File: src/rtl/key_debounce_pulse.sv
// Push-button conditioner: synchronises the active-low KEY_3, debounces it and
// emits one-cycle count-enable pulses per accepted press, with optional auto-repeat.
module key_debounce_pulse #(
  parameter int unsigned DEBOUNCE_CYCLES = 1000000,
  parameter bit          REPEAT_EN       = 1'b0,
  parameter int unsigned HOLD_CYCLES     = 25000000,
  parameter int unsigned REPEAT_CYCLES   = 5000000,
  parameter int unsigned CNT_W           = 25
) (
  input  logic CLOCK_50,
  input  logic SW17,
  input  logic KEY_3,
  output logic KEY_PULSE,
  output logic KEY_LEVEL
);

  localparam logic [CNT_W-1:0] DB_LAST   = CNT_W'(DEBOUNCE_CYCLES - 32'd1);
  localparam logic [CNT_W-1:0] HOLD_LAST = CNT_W'(HOLD_CYCLES - 32'd1);
  localparam logic [CNT_W-1:0] REP_LAST  = CNT_W'(REPEAT_CYCLES - 32'd1);

  typedef enum logic [1:0] {
    IDLE       = 2'd0,
    DB_PRESS   = 2'd1,
    HELD       = 2'd2,
    DB_RELEASE = 2'd3
  } state_t;

  logic             sync1_q, sync1_d;
  logic             sync2_q, sync2_d;
  logic             key_s;
  state_t           state_q, state_d;
  logic [CNT_W-1:0] timer_q, timer_d;
  logic             phase_q, phase_d;   // 0 = waiting for first repeat, 1 = repeating
  logic             pulse_q, pulse_d;
  logic             level_q, level_d;
  logic [CNT_W-1:0] rep_limit;

  // Two-stage synchroniser; resets to the released level
  always_comb begin
    sync1_d = KEY_3;
    sync2_d = sync1_q;
  end

  assign key_s     = ~sync2_q;
  assign rep_limit = phase_q ? REP_LAST : HOLD_LAST;

  always_ff @(posedge CLOCK_50 or posedge SW17) begin
    if (SW17) begin
      sync1_q <= 1'b1;
      sync2_q <= 1'b1;
      state_q <= IDLE;
      timer_q <= '0;
      phase_q <= 1'b0;
      pulse_q <= 1'b0;
      level_q <= 1'b0;
    end else begin
      sync1_q <= sync1_d;
      sync2_q <= sync2_d;
      state_q <= state_d;
      timer_q <= timer_d;
      phase_q <= phase_d;
      pulse_q <= pulse_d;
      level_q <= level_d;
    end
  end

  // Next-state and registered-output logic
  always_comb begin
    state_d = state_q;
    timer_d = timer_q;
    phase_d = phase_q;
    pulse_d = 1'b0;
    level_d = level_q;

    unique case (state_q)
      IDLE: begin
        level_d = 1'b0;
        if (key_s) begin
          state_d = DB_PRESS;
          timer_d = '0;
        end
      end

      DB_PRESS: begin
        if (!key_s) begin
          state_d = IDLE;
        end else if (timer_q == DB_LAST) begin
          state_d = HELD;
          pulse_d = 1'b1;
          level_d = 1'b1;
          timer_d = '0;
          phase_d = 1'b0;
        end else begin
          timer_d = timer_q + CNT_W'(1);
        end
      end

      HELD: begin
        level_d = 1'b1;
        if (!key_s) begin
          state_d = DB_RELEASE;
          timer_d = '0;
        end else if (REPEAT_EN) begin
          if (timer_q == rep_limit) begin
            pulse_d = 1'b1;
            timer_d = '0;
            phase_d = 1'b1;
          end else begin
            timer_d = timer_q + CNT_W'(1);
          end
        end
      end

      DB_RELEASE: begin
        // A press seen mid-release restarts hold timing without a new pulse
        if (key_s) begin
          state_d = HELD;
          timer_d = '0;
          phase_d = 1'b0;
        end else if (timer_q == DB_LAST) begin
          state_d = IDLE;
          level_d = 1'b0;
        end else begin
          timer_d = timer_q + CNT_W'(1);
        end
      end

      default: begin
        state_d = IDLE;
        timer_d = '0;
        level_d = 1'b0;
      end
    endcase
  end

  assign KEY_PULSE = pulse_q;
  assign KEY_LEVEL = level_q;

endmodule

File: config.mk
export PLATFORM = sky130hd
export DESIGN_NAME = key_debounce_pulse
export DESIGN_NICKNAME = d
export VERILOG_FILES = /design/src/rtl/key_debounce_pulse.sv
export SDC_FILE = /design/constraint.sdc
export NUM_CORES = 1
export LEC_CHECK = 0
export ABC_AREA = 1
export CAP_MARGIN = 20
export CORE_MARGIN = 2
export CORE_UTILIZATION = 43
export CTS_BUF_LIST = sky130_fd_sc_hd__clkbuf_8
export DETAILED_ROUTE_END_ITERATION = 10
export PLACE_DENSITY = 0.64
export SYNTH_ARGS = -nofsm -noshare
export SYNTH_HDL_FRONTEND = slang
export SYNTH_SLANG_ARGS = --single-unit
File: constraint.sdc
create_clock -name CLOCK_50 -period 2.91 [get_ports CLOCK_50]
set_input_delay 0.4365 -clock CLOCK_50 [delete_from_list [all_inputs] [get_ports CLOCK_50]]
set_output_delay 0.4365 -clock CLOCK_50 [all_outputs]
set_load 0.05 [all_outputs]
==> results of run 1 <==
[layer usage]
metal	up-vias	routed length, microns	track usage (%)
li1	1202	-	-
met1	1117	2940	32.2
met2	94	2710	35.2
met3	17	345	4.32
met4	0	161	8.45
met5	-	0	0
[metrics by stage]
stage                     total power (uW)  hold WS, ps  utilization, %
after floorplan                        966          345               -
after global placement                1060          348            45.4
after detailed placement              1070          352            45.4
after CTS                             1450          362            47.2
after global routing                  1570          365            47.2
final                                 1440          359            47.2
[layout make-up]
cell class | instances | area [sq um] | area share (%)
clock buffer | 7 | 96.3 | 3.73
inverter | 53 | 199 | 7.70
tap | 72 | 90.1 | 3.48
multi-input combinational | 287 | 1370 | 53.0
timing repair buffer | 5 | 47.5 | 1.84
sequential | 31 | 778 | 30.1
clock inverter | 1 | 3.75 | 0.145
[flip-flops by register name (all words and copies together), names as in the netlist, named ones only]
signal     cells
KEY_LEVEL      1
sync1_q        1
timer_q       25
sync2_q        1
state_q        1
KEY_PULSE      1
[path summary, 6_finish.rpt]
path,startpoint,to,slack (ps),depth (start not counted)
max,sync2_q,timer_q[4],560,7
min,sync1_q,sync2_q,360,0
max reg2reg,sync2_q,timer_q[4],560,7
min reg2reg,sync1_q,sync2_q,360,0
max in group asynchronous,SW17,sync2_q,2080,3
min in group asynchronous,SW17,timer_q[1],510,3
[logic make-up (layout without fill, tap and decap cells)]
kind of cell | Yosys count | after routing | synth area share [%]
fa+ha+maj | 5 | 5 | 2.59
compound gates | 26 | 26 | 6.79
buf+inv | 64 | 66 | 10.9
simple gates | 251 | 251 | 45.6
xor+xnor | 5 | 5 | 1.82
flops | 31 | 31 | 32.3
[synthesized netlist by cell type, types with 2 or more instances]
cell and count:
nor2_1 44, nor3_1 6, dfrtp_1 29, nor4_1 2
nor2_4 2, o21ai_0 15, nand2_1 137, dfstp_2 2
o21bai_1 3, nand2_2 2, inv_2 4, nand4_1 14
xor2_1 5, a21oi_1 4, inv_1 49, buf_2 4
ha_1 5, buf_6 2, o21ai_2 3, nor2_2 4
clkbuf_1 3, nand3_1 34
[power groups by stage]
stage          clock (uW)  sequential (uW)  combinational (uW)
6_report              376              503                 562
2_1_floorplan           0              524                 442
3_3_place_gp            0              509                 550
3_5_place_dp            0              511                 563
4_1_cts               383              503                 567
5_1_grt               407              508                 658
[worst max-delay path, stage by stage, from the launching register on]
cell and delay, ps:
dfstp_2 740, inv_2 110, or2_1 270, o22ai_4 280, nand2_4 200, inv_2 410, o21ai_0 160, o21ai_0 100
[layout by cell type, fill, tap and decap left out, types with 2 or more instances in the layout]
cell type,synthesis,final
a21oi_1,4,4
clkbuf_8,0,7
clkdlybuf4s50_1,0,4
dfrtp_1,29,29
dfstp_2,2,2
ha_1,5,5
inv_1,49,50
inv_2,4,4
nand2_1,137,137
nand2_2,2,2
nand3_1,34,34
nand4_1,14,14
nor2_1,44,44
nor2_2,4,4
nor2_4,2,2
nor3_1,6,6
nor4_1,2,2
o21ai_0,15,15
o21ai_2,3,3
o21bai_1,3,3
xor2_1,5,5
==> metrics.md, run 1 <==
| Metric | Value |
|---|---|
| # IOs | `5` |
| Drt first pass iters | `5` |
| Routability-driven placement congestion ratio | `0.919` |
| RSZ-0062 raised after global routing | `no` |
| Synth area leaders | `dfrtp_1 30%, nand2_1 21%, inv_1 7.6%` |
| Area growth from synthesis to layout | `7.16%` |
| Initial antenna violation count | `0` |
| Total congestion overflow | `0` |
| Place WS | `613 ps` |
| Yosys reg bits | `31` |
| Fmax | `426 MHz` |
| Syn Area/Cell | `6.31 sq um` |
| Critical Path RT | `3120 ps` |
| Routed Antenna Nets | `0` |
| Antenna cell count | `0` |
| Wire per inst | `13.5 microns` |
| Postcts setup bufs | `0` |
| Die ar. | `0.00623 sq mm` |
| CP arrival | `2560 ps` |
| Row cnt | `27` |
| # Max-Cap Violations | `0` |
| Internal Pwr Total | `834 uW` |
| Final worst setup slack | `564 ps` |
| Setup TNS | `0 ps` |
| Slew Viols, Final | `0` |
| Fin crit share | `80.6%` |
| Maximum level of the CTS H-tree | `2` |
| Register area share after synthesis | `32.3%` |
| Fin nets | `391` |
| Crit-path max FO | `29` |
| Clock Skews | `5.17 ps` |
| Syn nets | `390` |
| Switching part of the total | `42.1%` |
| Vias in the first global route | `2313` |
| Placed cell count | `448` |
| Sw Pwr | `607 uW` |
| Final Instance Area | `0.00258 sq mm` |
| Starting Density | `44.1%` |
| Run status | `finished clean` |
| Tot GR Track Use | `22.9%` |
| Min Tclk post-route | `2350 ps` |
| Drt total wl | `6.16 mm` |
| Setup CP Type | `flip-flop to flip-flop` |
| Power Dens Cells | `558 mW/mm^2` |
| Num CTS Buffers | `5` |
| Post-Layout Cell Count | `456` |
| Sequential cell fraction of total power | `34.9%` |
| Endpoints failing setup | `0` |
| Fillers | `565` |
| Max-slew headroom | `60.8%` |
| First-pass GRT wire length | `11.1 mm` |
| Startpoint Class | `flip-flop` |
| Comb power frac | `39.0%` |
| Clk root buf | `clkbuf_8` |
| Max rail drop VDD | `361 uV` |
| Largest net degree at the start of global routing | `32` |
| Chip height | `78.9 microns` |
| Cts repair resizes | `0` |
| Clk_lat worst skew | `290 ps` |
| Largest area contributor in the netlist | `dfrtp_1` |
| Post-Syn Area | `0.00241 sq mm` |
| DR vias/cell | `5.33` |
| Vias | `2430` |
| Commonest register cell after synthesis | `dfrtp_1` |
| Clock power share | `26.1%` |
| Netlist cell types | `31` |
| Hold Fails Final Rpt | `0` |
| CORE AREA | `0.00547 sq mm` |
| Clock transition at path regs | `70 ps` |
| EDFF count, synth | `0` |
| Post-detail-place hpwl | `4.59 mm` |
| Placed Area | `0.00248 sq mm` |
| Starting DRT DRC Count | `331` |
| Layout cells sized above 1 | `7.55%` |
| Static Leak | `0.00127 uW` |
| TritonCTS clock tree | `done` |
| Worst slew pin tran | `588 ps` |
| Asr flop ratio synth | `100%` |
| Max Root-Sink Buffers | `2` |
| Die Wd | `78.9 microns` |
| Top-area cell type share of the netlist area | `30.1%` |
| DRC violations left | `0` |
| Ys Warns | `0` |
| Hold buffer count at CTS | `0` |
| Min-delay worst type | `flip-flop to flip-flop` |
| Worst Setup End Kind | `flip-flop` |
| Buffers on Ports | `4` |
| Synthesized instance count | `382` |
| Total clock sinks | `31` |
(Power assumes the default switching activity.)
==> run 2, diff against run 1 <==
--- a/config.mk
+++ b/config.mk
@@ -11,7 +11,7 @@
 export CORE_UTILIZATION = 43
 export CTS_BUF_LIST = sky130_fd_sc_hd__clkbuf_8
 export DETAILED_ROUTE_END_ITERATION = 10
-export PLACE_DENSITY = 0.64
+export PLACE_DENSITY = 0.66
 export SYNTH_ARGS = -nofsm -noshare
 export SYNTH_HDL_FRONTEND = slang
 export SYNTH_SLANG_ARGS = --single-unit
==> constraint.sdc (replaced) <==
create_clock -name CLOCK_50 -period 1.9 [get_ports CLOCK_50]
set_input_delay 0.285 -clock CLOCK_50 [delete_from_list [all_inputs] [get_ports CLOCK_50]]
set_output_delay 0.285 -clock CLOCK_50 [all_outputs]
set_load 0.05 [all_outputs]
==> run 2 against run 1 <==
  * Global-route usage down 0.63 points
  * Flip-flop and latch count stayed put
  * Combinational power increased by 99%
  * Maximum frequency rose by 30%
  * Clock skew is 2.7 ps lower
  * Power up 72%
  * Register-to-register slack got worse by 460 ps
  * Design area is 9.3% higher
  * Largest cell class unchanged
  * Largest power group unchanged
  * Highest routed layer unchanged
==> metrics.md, run 2 (synthesized netlist as in run 1, its figures left out) <==
| Metric | Value |
|---|---|
| Routability-driven placement congestion ratio | `0.920 (+0.12%)` |
| CORE AREA | `0.00547 sq mm (unchanged)` |
| Row cnt | `27 (unchanged)` |
| Most frequent cells in the layout | `135 x nand2_1, 48 x inv_1, 42 x nor2_1` |
| Starting DRT DRC Count | `235 (-29%)` |
| Wire per inst | `13.3 microns (-1.2%)` |
| Hold Path Cell Cnt | `0 (unchanged)` |
| Crit-path max FO | `6 (-79%)` |
| Endpoints failing setup | `0 (unchanged)` |
| Post-layout util | `51.6% (+4.4 points)` |
| Die Wd | `78.9 microns (unchanged)` |
| Post-detail-place hpwl | `4.69 mm (+2.4%)` |
| Worst hold path endpoint | `sync2_q` |
| First-pass GRT wire length | `10.9 mm (-2.0%)` |
| Commonest non-fill, non-tap cell in the layout | `nand2_1` |
| Clock Skews | `2.45 ps (-2.72 ps)` |
| Max rail drop VDD | `656 uV (+81%)` |
| Static Leak | `0.00140 uW (+9.9%)` |
| Chip height | `78.9 microns (unchanged)` |
| Largest Register | `timer_q` |
| Drt first pass iters | `5 (unchanged)` |
| Slew Viols, Final | `0 (unchanged)` |
| Max-slew headroom | `66.9% (+6.1 points)` |
| DRC violations left | `0 (unchanged)` |
| Critical Path RT | `2120 ps (-1000 ps)` |
| CP arrival | `2020 ps (-540 ps)` |
| Layout cells sized above 1 | `15.2% (+7.6 points)` |
| Clk root buf | `clkbuf_8` |
| Fmax | `556 MHz (+30%)` |
| Hold Worst Slack | `361 ps (+1.89 ps)` |
| FF-to-FF setup slack | `100 ps (-460 ps)` |
| Buffers on Ports | `4 (unchanged)` |
| Clock transition at path regs | `70 ps (about the same)` |
| Worst slew pin tran | `495 ps (-93.3 ps)` |
| Tot GR Track Use | `22.3% (-0.63 points)` |
| # IOs | `5 (unchanged)` |
| FF-to-FF path depth | `12 (+5)` |
| Hold wc startpoint | `sync1_q` |
| Drt total wl | `6.40 mm (+4.0%)` |
| DR vias/cell | `5.08 (-4.7%)` |
| R2R Path Start | `timer_q[1]` |
| Setup CP Type | `flip-flop to flip-flop` |
| Total congestion overflow | `0 (unchanged)` |
| Min Tclk post-route | `1800 ps (-547 ps)` |
| Fin crit share | `94.7% (+14 points)` |
| Area growth from synthesis to layout | `17.1%` |
| Worst Setup End Kind | `flip-flop` |
| Initial antenna violation count | `0 (unchanged)` |
| Min-delay worst type | `flip-flop to flip-flop` |
| Max Root-Sink Buffers | `2 (unchanged)` |
| Starting Density | `44.1% (unchanged)` |
| Power Dens Cells | `875 mW/mm^2 (+57%)` |
| Final worst setup slack | `101 ps (-463 ps)` |
| Total clock sinks | `31 (unchanged)` |
| Vias in the first global route | `2263 (-2.2%)` |
| Num CTS Buffers | `5 (unchanged)` |
| Maximum level of the CTS H-tree | `2 (unchanged)` |
| # Max-Cap Violations | `0 (unchanged)` |
| Vias | `2437 (+0.29%)` |
| Routed Antenna Nets | `0 (unchanged)` |
| Run status | `finished clean` |
| Max FFs per register | `25 (unchanged)` |
| Critical R2R Capture | `timer_q[22]` |
| Die ar. | `0.00623 sq mm (unchanged)` |
| Antenna cell count | `0 (unchanged)` |
| Startpoint Class | `flip-flop` |
| Hold Fails Final Rpt | `0 (unchanged)` |
| Clk_lat worst skew | `290 ps (about the same)` |
| Hold buffer count at CTS | `0 (unchanged)` |
| Fin nets | `415 (+6.1%)` |
| TritonCTS clock tree | `done` |
| Place WS | `50.5 ps (-563 ps)` |
| Largest net degree at the start of global routing | `32 (unchanged)` |
run 2: changes by cell type in the layout (fill, tap and decap cells not counted), moves of 2 or more:
| cell | before | now |
|---|---|---|
| buf_4 | 1 | 24 |
| inv_1 | 50 | 48 |
| nand2_1 | 137 | 135 |
| nor2_1 | 44 | 42 |
| nor2_4 | 2 | 4 |
run 2: critical path: stages, from the launching register on:
cell and delay, ps:
dfrtp_1 390, ha_1 200, nand2_2 90, nor2_4 150, buf_4 150, nand2_1 180, inv_1 130, nand2_1 60
nor2_1 110, nand3_1 80, nand2_1 80, inv_1 40, nor2_1 80
run 2: how the worst max path moves through the flow:
stage           startpoint     endpoint  slack (ps)  cells after the start
6_report        timer_q[1]  timer_q[22]         100                     12
5_1_grt         state_q[0]   timer_q[4]          -8                      9
4_1_cts        timer_q[15]  timer_q[21]          30                     12
3_5_place_dp   timer_q[15]  timer_q[23]          50                     12
3_3_place_gp   timer_q[15]  timer_q[17]          40                     12
2_1_floorplan      sync2_q   timer_q[2]         190                     10
run 2: area by class of cell:
type,instances,area [sq um]
clock buffer,7,96.3
clock inverter,1,7.51
fill,571,2650
inverter,53,199
multi-input combinational,287,1410
sequential,31,779
tap,72,90.1
timing repair buffer,29,240
run 2: metrics by stage:
step / std cells / total power (uW) / instance area (sq um) / setup TNS, ps
after detailed placement: 468 / 1790 / 2650 / 0
final: 480 / 2470 / 2830 / 0
after global placement: 468 / 1780 / 2650 / 0
after CTS: 476 / 2400 / 2750 / 0
after floorplan: 382 / 1480 / 2410 / 0
after global routing: 480 / 2660 / 2830 / -26.2
run 2: layer usage:
metal  up-vias  routed length [microns]  GRT usage (%)
met3         5                      305           3.18
met2        70                     3040           36.7
met5         -                        0              0
met4         0                       50           6.38
li1       1243                        -              -
met1      1119                     3010           30.7
run 2: timing repair:
action                     in CTS  in global routing
setup endpoints to repair       0                 27
resized for setup               0                 13
setup buffers                   0                  4
run 2: power breakdown:
part           total [uW]  leakage, uW  switching, uW  internal (uW)
Clock                 604    0.0000505            274            330
Sequential            749     0.000418           35.3            714
Combinational        1120     0.000931            715            404
Total                2470      0.00140           1020           1450
